$ cat src/rtl/sched_pkg.sv
// Shared decode constants, instruction classes and class decode for the issue scheduler.
package sched_pkg;

  localparam logic [2:0] UNIT_ADVINT = 3'd4;
  localparam logic [2:0] UNIT_STORE  = 3'd6;
  localparam logic [2:0] UNIT_BRANCH = 3'd7;

  typedef enum logic [2:0] {
    CLS_ALU,
    CLS_ADVINT,
    CLS_MEM,
    CLS_BRANCH,
    CLS_ILL
  } cls_e;

  // Map the decode type bit and unit field onto an execution class.
  function automatic cls_e decode_cls(input logic typ, input logic [2:0] unit);
    cls_e c;
    if (!unit[2])                c = CLS_ALU;
    else if (unit == UNIT_BRANCH) c = CLS_BRANCH;
    else if (typ)                 c = CLS_MEM;
    else if (unit == UNIT_ADVINT) c = CLS_ADVINT;
    else                          c = CLS_ILL;
    return c;
  endfunction

endpackage

$ cat src/rtl/rr_arbiter.sv
// Picks one requester out of N, either round-robin from the last grant or lowest index first.
// Ports: clk/rst, req (per-requester), advance (commit the pick), grant_c (one-hot),
//        idx_c (binary pick), any_c (some requester present).
module rr_arbiter #(
  parameter int unsigned N  = 2,
  parameter bit          RR = 1'b1,
  localparam int unsigned IW = (N > 1) ? $clog2(N) : 1
) (
  input  logic          clk,
  input  logic          rst,
  input  logic [N-1:0]  req,
  input  logic          advance,
  output logic [N-1:0]  grant_c,
  output logic [IW-1:0] idx_c,
  output logic          any_c
);

  logic [IW-1:0] ptr_q, ptr_d;
  logic [IW-1:0] cand;

  // Search starts one past the previous winner and wraps.
  always_comb begin
    grant_c = '0;
    idx_c   = ptr_q;
    any_c   = 1'b0;
    cand    = '0;
    for (int i = 0; i < int'(N); i++) begin
      if (RR) cand = IW'((int'(ptr_q) + 1 + i) % int'(N));
      else    cand = IW'(i);
      if (!any_c && req[cand]) begin
        any_c = 1'b1;
        idx_c = cand;
      end
    end
    if (any_c) grant_c[idx_c] = 1'b1;
    ptr_d = (advance && any_c) ? idx_c : ptr_q;
  end

  // Pointer resets to the last index so index 0 wins first.
  always_ff @(posedge clk or posedge rst) begin
    if (rst) ptr_q <= IW'(N - 1);
    else     ptr_q <= ptr_d;
  end

endmodule

$ cat src/rtl/issue_sched_sb.sv
// In-order issue scheduler with register scoreboard: accepts one decoded op per cycle and
// issues it to a free ALU (round-robin or fixed priority), ADVINT, MEM or BRANCH unit.
// Ports: in_* decode handshake/fields, flush, wb_valid/wb_rn completion ports, per-unit busy
//        inputs, per-unit one-cycle *_en issue pulses, rd_out/rd2_out last destinations,
//        illegal drop pulse, saturating stall_cnt.
module issue_sched_sb
  import sched_pkg::*;
#(
  parameter int unsigned NUM_ALU = 2,
  parameter int unsigned REG_AW  = 6,
  parameter int unsigned NUM_WB  = 2,
  parameter int unsigned RR_ALU  = 1,
  parameter int unsigned CNT_W   = 32
) (
  input  logic                     clk,
  input  logic                     rst,
  input  logic                     in_valid,
  output logic                     in_ready,
  input  logic                     in_type,
  input  logic [2:0]               in_unit,
  input  logic [REG_AW-1:0]        in_rs1,
  input  logic [REG_AW-1:0]        in_rs2,
  input  logic [REG_AW-1:0]        in_rd,
  input  logic [REG_AW-1:0]        in_rd2,
  input  logic                     flush,
  input  logic [NUM_WB-1:0]        wb_valid,
  input  logic [NUM_WB*REG_AW-1:0] wb_rn,
  input  logic [NUM_ALU-1:0]       alu_busy,
  input  logic                     advint_busy,
  input  logic                     mem_busy,
  input  logic                     branch_busy,
  output logic [NUM_ALU-1:0]       alu_en,
  output logic                     advint_en,
  output logic                     mem_en,
  output logic                     branch_en,
  output logic [REG_AW-1:0]        rd_out,
  output logic [REG_AW-1:0]        rd2_out,
  output logic                     illegal,
  output logic [CNT_W-1:0]         stall_cnt
);

  localparam int unsigned NREG = 1 << REG_AW;
  localparam int unsigned AIW  = (NUM_ALU > 1) ? $clog2(NUM_ALU) : 1;

  cls_e               cls;
  logic [NREG-1:0]    busy_q, busy_d, clr_mask, set_mask, pend;
  logic [NUM_ALU-1:0] alu_grant;
  logic [AIW-1:0]     alu_idx;
  logic               alu_any, hazard, unit_free, issue;

  logic [NUM_ALU-1:0] alu_en_q, alu_en_d;
  logic               advint_en_q, advint_en_d, mem_en_q, mem_en_d, branch_en_q, branch_en_d;
  logic               illegal_q, illegal_d;
  logic [REG_AW-1:0]  rd_q, rd_d, rd2_q, rd2_d;
  logic [CNT_W-1:0]   stall_cnt_q, stall_cnt_d;

  assign cls = decode_cls(in_type, in_unit);

  rr_arbiter #(.N(NUM_ALU), .RR(RR_ALU != 0)) u_alu_arb (
    .clk     (clk),
    .rst     (rst),
    .req     (~alu_busy),
    .advance (issue && (cls == CLS_ALU)),
    .grant_c (alu_grant),
    .idx_c   (alu_idx),
    .any_c   (alu_any)
  );

  // Handshake, hazard check with same-cycle writeback bypass, and next-state for all flops.
  always_comb begin
    clr_mask = '0;
    for (int i = 0; i < int'(NUM_WB); i++) begin
      if (wb_valid[i]) clr_mask[wb_rn[i*REG_AW +: REG_AW]] = 1'b1;
    end
    // busy_q[0] is held at 0, so r0 never blocks.
    pend   = busy_q & ~clr_mask;
    hazard = pend[in_rs1] | pend[in_rs2] | pend[in_rd] |
             ((cls == CLS_ADVINT) & pend[in_rd2]);

    unit_free = 1'b1;
    case (cls)
      CLS_ALU:    unit_free = alu_any;
      CLS_ADVINT: unit_free = ~advint_busy;
      CLS_MEM:    unit_free = ~mem_busy;
      default:    unit_free = 1'b1;
    endcase

    in_ready = in_valid & ~flush & ~branch_busy &
               ((cls == CLS_ILL) | (~hazard & unit_free));
    issue    = in_ready & (cls != CLS_ILL);

    alu_en_d    = (issue && cls == CLS_ALU) ? alu_grant : '0;
    advint_en_d = issue && (cls == CLS_ADVINT);
    mem_en_d    = issue && (cls == CLS_MEM);
    branch_en_d = issue && (cls == CLS_BRANCH);
    illegal_d   = in_ready && (cls == CLS_ILL);
    rd_d        = issue ? in_rd : rd_q;
    rd2_d       = (issue && cls == CLS_ADVINT) ? in_rd2 : rd2_q;

    // Stores and branches name no destination to track.
    set_mask = '0;
    if (issue) begin
      if ((cls == CLS_ALU) || (cls == CLS_ADVINT) ||
          ((cls == CLS_MEM) && (in_unit != UNIT_STORE)))
        set_mask[in_rd] = 1'b1;
      if (cls == CLS_ADVINT) set_mask[in_rd2] = 1'b1;
    end
    set_mask[0] = 1'b0;
    // Clears apply first, so a same-register set wins.
    busy_d = (busy_q & ~clr_mask) | set_mask;

    stall_cnt_d = stall_cnt_q;
    if (in_valid && !in_ready && !(&stall_cnt_q)) stall_cnt_d = stall_cnt_q + CNT_W'(1);
  end

  always_ff @(posedge clk or posedge rst) begin
    if (rst) begin
      busy_q      <= '0;
      alu_en_q    <= '0;
      advint_en_q <= 1'b0;
      mem_en_q    <= 1'b0;
      branch_en_q <= 1'b0;
      illegal_q   <= 1'b0;
      rd_q        <= '0;
      rd2_q       <= '0;
      stall_cnt_q <= '0;
    end else begin
      busy_q      <= busy_d;
      alu_en_q    <= alu_en_d;
      advint_en_q <= advint_en_d;
      mem_en_q    <= mem_en_d;
      branch_en_q <= branch_en_d;
      illegal_q   <= illegal_d;
      rd_q        <= rd_d;
      rd2_q       <= rd2_d;
      stall_cnt_q <= stall_cnt_d;
    end
  end

  assign alu_en    = alu_en_q;
  assign advint_en = advint_en_q;
  assign mem_en    = mem_en_q;
  assign branch_en = branch_en_q;
  assign illegal   = illegal_q;
  assign rd_out    = rd_q;
  assign rd2_out   = rd2_q;
  assign stall_cnt = stall_cnt_q;

  logic unused_ok;
  assign unused_ok = ^alu_idx;

endmodule

$ cat config.mk
export PLATFORM = sky130hd
export DESIGN_NAME = issue_sched_sb
export DESIGN_NICKNAME = d
export VERILOG_FILES = /design/src/rtl/sched_pkg.sv /design/src/rtl/rr_arbiter.sv /design/src/rtl/issue_sched_sb.sv
export SDC_FILE = /design/constraint.sdc
export NUM_CORES = 1
export LEC_CHECK = 0
export ABC_CLOCK_PERIOD_IN_PS = 3800
export BUFFER_PORTS_ARGS = -buffer_cell sky130_fd_sc_hd__buf_2
export CELL_PAD_IN_SITES_DETAIL_PLACEMENT = 0
export CELL_PAD_IN_SITES_GLOBAL_PLACEMENT = 2
export CORE_MARGIN = 2
export CORE_UTILIZATION = 27
export DETAILED_ROUTE_END_ITERATION = 10
export PLACE_DENSITY_LB_ADDON = 0.15
export SLEW_MARGIN = 20
export SYNTH_ARGS = -nofsm -noshare
export SYNTH_HDL_FRONTEND = slang
export SYNTH_HIERARCHICAL = 1
export SYNTH_SLANG_ARGS = --single-unit
$ cat constraint.sdc
create_clock -name clk -period 3.8 [get_ports clk]
set_clock_uncertainty 0.05 [all_clocks]
set_input_delay 0.38 -clock clk [delete_from_list [all_inputs] [get_ports clk]]
set_output_delay 0.38 -clock clk [all_outputs]
set_load 0.005 [all_outputs]
==> reports/metrics.sh <==
STATUS='completed'
GRT_PASS1_VIAS=9871
WORST_SLEW_MARGIN_RELATIVE_TO_ITS_LIMIT_PCT=26.2
DIE_WIDTH_UM=181
WORST_PATH_DOMINANT_CELL_FAMILY='simple AND/OR/NAND/NOR gates'
CRITPATHREQUIREDTIME_NS=3.37
WORST_SETUP_PATH_START_KIND='primary input'
GRT_OVERFLOW_TOTAL=0
GPL.FINAL_WEIGHTED_CONGESTION=1.00
TIMING.FINAL.CRIT_SHARE_PCT=95.8
CTS.REPORTEDPATHS.CLKPINSLEW_NS=0.05
SYN_AREA_PER_CELL_UM2=8.71
SIGNAL_ARRIVAL_TIME_AT_THE_WORST_ENDPOINT_NS=3.21
DETAILROUTE.VIA_COUNT=10100
LAYOUT.FILLER_CELLS=3185
NUM_IO_PINS=102
WL_UM=46100
CRITPATHMOSTFREQUENTCELL='buf_4'
TIMING.HOLD.WORST.CLASS='primary input to flop'
PLACED_CELLS=1632
CLOCK-ROOT-BUFFER='clkbuf_16'
CTS.SINKS=115
VERTICAL_DIE_DIMENSION_UM=181
PLACE.DETAILED.HPWL_UM=34700
PATH_BUF_INV=6
CRIT_SLOWEST_CELL='or4bb_1'
FINAL-MAX-SLEW-VIOLATION-COUNT=0
PWR-SHARE-CLK_PCT=39.6
HTREE_NUM_LEVELS=4
PLACEABLECOREAREA_UM2=30700
DRT_DRC_VIOLATIONS_LEFT=0
POST_LAYOUT_NETS=1318
FLOW.AREA_GROWTH_FROM_SYNTHESIS_PCT=42.2
CLOCK_TREE_FROM_TRITONCTS='done'
STATIC-LEAKAGE-POWER_nW=4.94
POST_SYNTH_INSTANCE_AREA_UM2=8450
CRITICAL_PATH_CLASS='primary input to output port'
RRSETUPSLACK_NS=0.56
POWER.SHARE.COMBINATIONAL_PCT=23.4
SYNTHESIS.INSTANCES=970
LARGEST_NET_DEGREE_AT_THE_START_OF_GLOBAL_ROUTING=75
DIODES=0
POST-ROUTE-UTIL_PCT=39.1
ACHIEVABLE-FREQUENCY_MHz=275
FINAL_HOLD_VIOL_COUNT=0
DRV.MAX_CAP_VIOLATION_COUNT=0
TIMING.CRITICAL_PATH.CELLS='buf_2 -> or4bb_1 -> buf_4 -> o221ai_1 -> buf_4 -> a22o_1 -> a221oi_1 -> and3_1 -> a311oi_1 -> buf_4 -> nor4_4 -> buf_4 -> nor4b_2 -> o21a_1 -> buf_2'
UNREPAIRED_SETUP_ENDPOINTS_AFTER_GLOBAL_ROUTING='no'
CRIT_FANOUT=8
CTS.PATH.MAX_BUFFERS=2
CLK_LATENCY_NS=0.43
FLOORPLAN.ROWS=64
SETUP_VIOL=0
DRT-VIAS-PER-INSTANCE=6.03
SETUP.WORST_PATH.END_CLASS='output port'
CTS_INSERTED_BUFFERS=17
PLACE.PORT_BUFFERS=101
FIRST_PASS_GRT_WIRE_LENGTH_UM=66900
DIE_FOOTPRINT_UM2=32700
FRACTION_OF_FINAL_LAYOUT_CELLS_WITH_DRIVE_STRENGTH_GREATER_THAN_1_PCT=35.7
FIN_WS_NS=0.159
POST_DRT_WL_PER_CELL_UM=27.5
P_PER_AREA_nW_PER_UM2=329
SWITCHING_POWER_mW=1.27
POWER.SHARE.SWITCHING_PCT=32.0
DETAILEDROUTE.FIRSTITERATIONVIOLATIONS=996
GLOBAL_ROUTE.USAGE.TOTAL_PCT=27.8
DETAIL_ROUTE.FIRST_PASS.ITERATIONS=5
PRE_CTS_SLACK_NS=-0.336
FIN_CELLS=1674
SYNTHESIS.YOSYS.WARNINGS=6
SYNTH_FP_NETS=1022
VDD_IR_DROP_MAX_uV=281
SLOWEST_DELAY_NS=0.50
PWR-SHARE-SEQ_PCT=36.9
ANTENNA_FOUND_INITIAL=0
POWER.INTERNAL_mW=2.69
INITIAL_CORE_UTIL_PCT=27.5
POST-ROUTE-MIN-PERIOD_NS=3.64
TIGHTESTPINTRANSITION_NS=1.10
FINAL_ANTENNA_NET_COUNT=0
tightest hold or removal path, delay by kind of cell:
kind	cells	cell delay [ns]
buffers and inverters	2	0.18
AOI/OAI and AO/OA	1	0.10
metrics by stage:
step / power, mW / hold slack, ns / setup TNS [ns] / instance area, um2
finish: 3.95 / 0.200 / 0 / 12000
global route: 4.12 / 0.226 / 0 / 12000
CTS: 3.94 / 0.185 / 0 / 11800
detailed placement: 2.36 / 0.366 / -21.23 / 11100
global placement: 2.36 / 0.375 / -29.02 / 11100
floorplan: 1.88 / 0.220 / 0 / 8450
repair_timing:
| item | 4_1_cts | 5_1_grt |
|---|---|---|
| pin swaps | 2 | 15 |
| hold buffers | 1 | 0 |
| endpoints found under the hold margin | 1 | 0 |
| setup buffers | 2 | 9 |
| resized for setup | 10 | 30 |
| endpoints found under the setup margin | 1 | 1 |
state kept, by name, indices dropped and copies added, names as in the netlist:
register / count
illegal: 1
rd2_out: 6
rd_out: 6
advint_en: 1
mem_en: 1
busy_q: 64
alu_en: 2
stall_cnt: 32
u_alu_arb/ptr_q: 1
branch_en: 1
placed cells by master, fill, tap and decap left out, types with 13 or more instances in the layout:
cell	instances
a21oi_1	15
a22oi_1	79
buf_12	14
buf_2	101
buf_4	239
clkbuf_16	17
dfrtp_1	114
inv_1	17
mux2i_1	15
nand2_1	45
nand2b_1	16
nand3_1	33
nor2_1	60
nor2b_1	13
nor3_1	44
nor4_1	14
o21ai_0	71
o221ai_1	46
o22ai_1	41
xor2_1	27
final timing paths:
| kind | from | endpoint | cells past startpoint |
|---|---|---|---|
| min in group asynchronous | rst | u_alu_arb/ptr_q | 3 |
| hold reg to reg | stall_cnt[25] | stall_cnt[25] | 1 |
| max in group asynchronous | rst | rd_out[4] | 4 |
| hold / removal | alu_busy[0] | u_alu_arb/ptr_q | 3 |
| setup reg to reg | stall_cnt[6] | stall_cnt[30] | 10 |
| setup / recovery | wb_rn[6] | in_ready | 15 |
per-layer routing:
layer | track usage (%) | share of wire (%) | up-vias
met3 | 5.76 | 7.8 | 160
li1 | - | - | 4433
met1 | 34.9 | 41 | 4901
met5 | 0 | 0 | -
met2 | 44.1 | 45 | 605
met4 | 16.6 | 6.4 | 0
power groups by stage:
stage                     logic (mW)  clock network (mW)  registers (mW)
after floorplan                0.423                   0            1.46
after CTS                      0.898                1.59            1.46
after global placement         0.881                   0            1.48
final                          0.926                1.57            1.46
after detailed placement       0.886                   0            1.47
after global routing           0.991                1.65            1.48
cell type report:
cell class	instances	area [um2]	share of cell area, %
flip-flops and latches	115	2880	23.9
clock buffers	22	474	3.94
repair buffers	359	2640	21.9
clock inverters	9	81.3	0.676
inverters	19	76.3	0.635
well taps	396	495	4.12
multi-input cells	754	5380	44.8
Note: power is estimated with default switching activity, not from simulation.
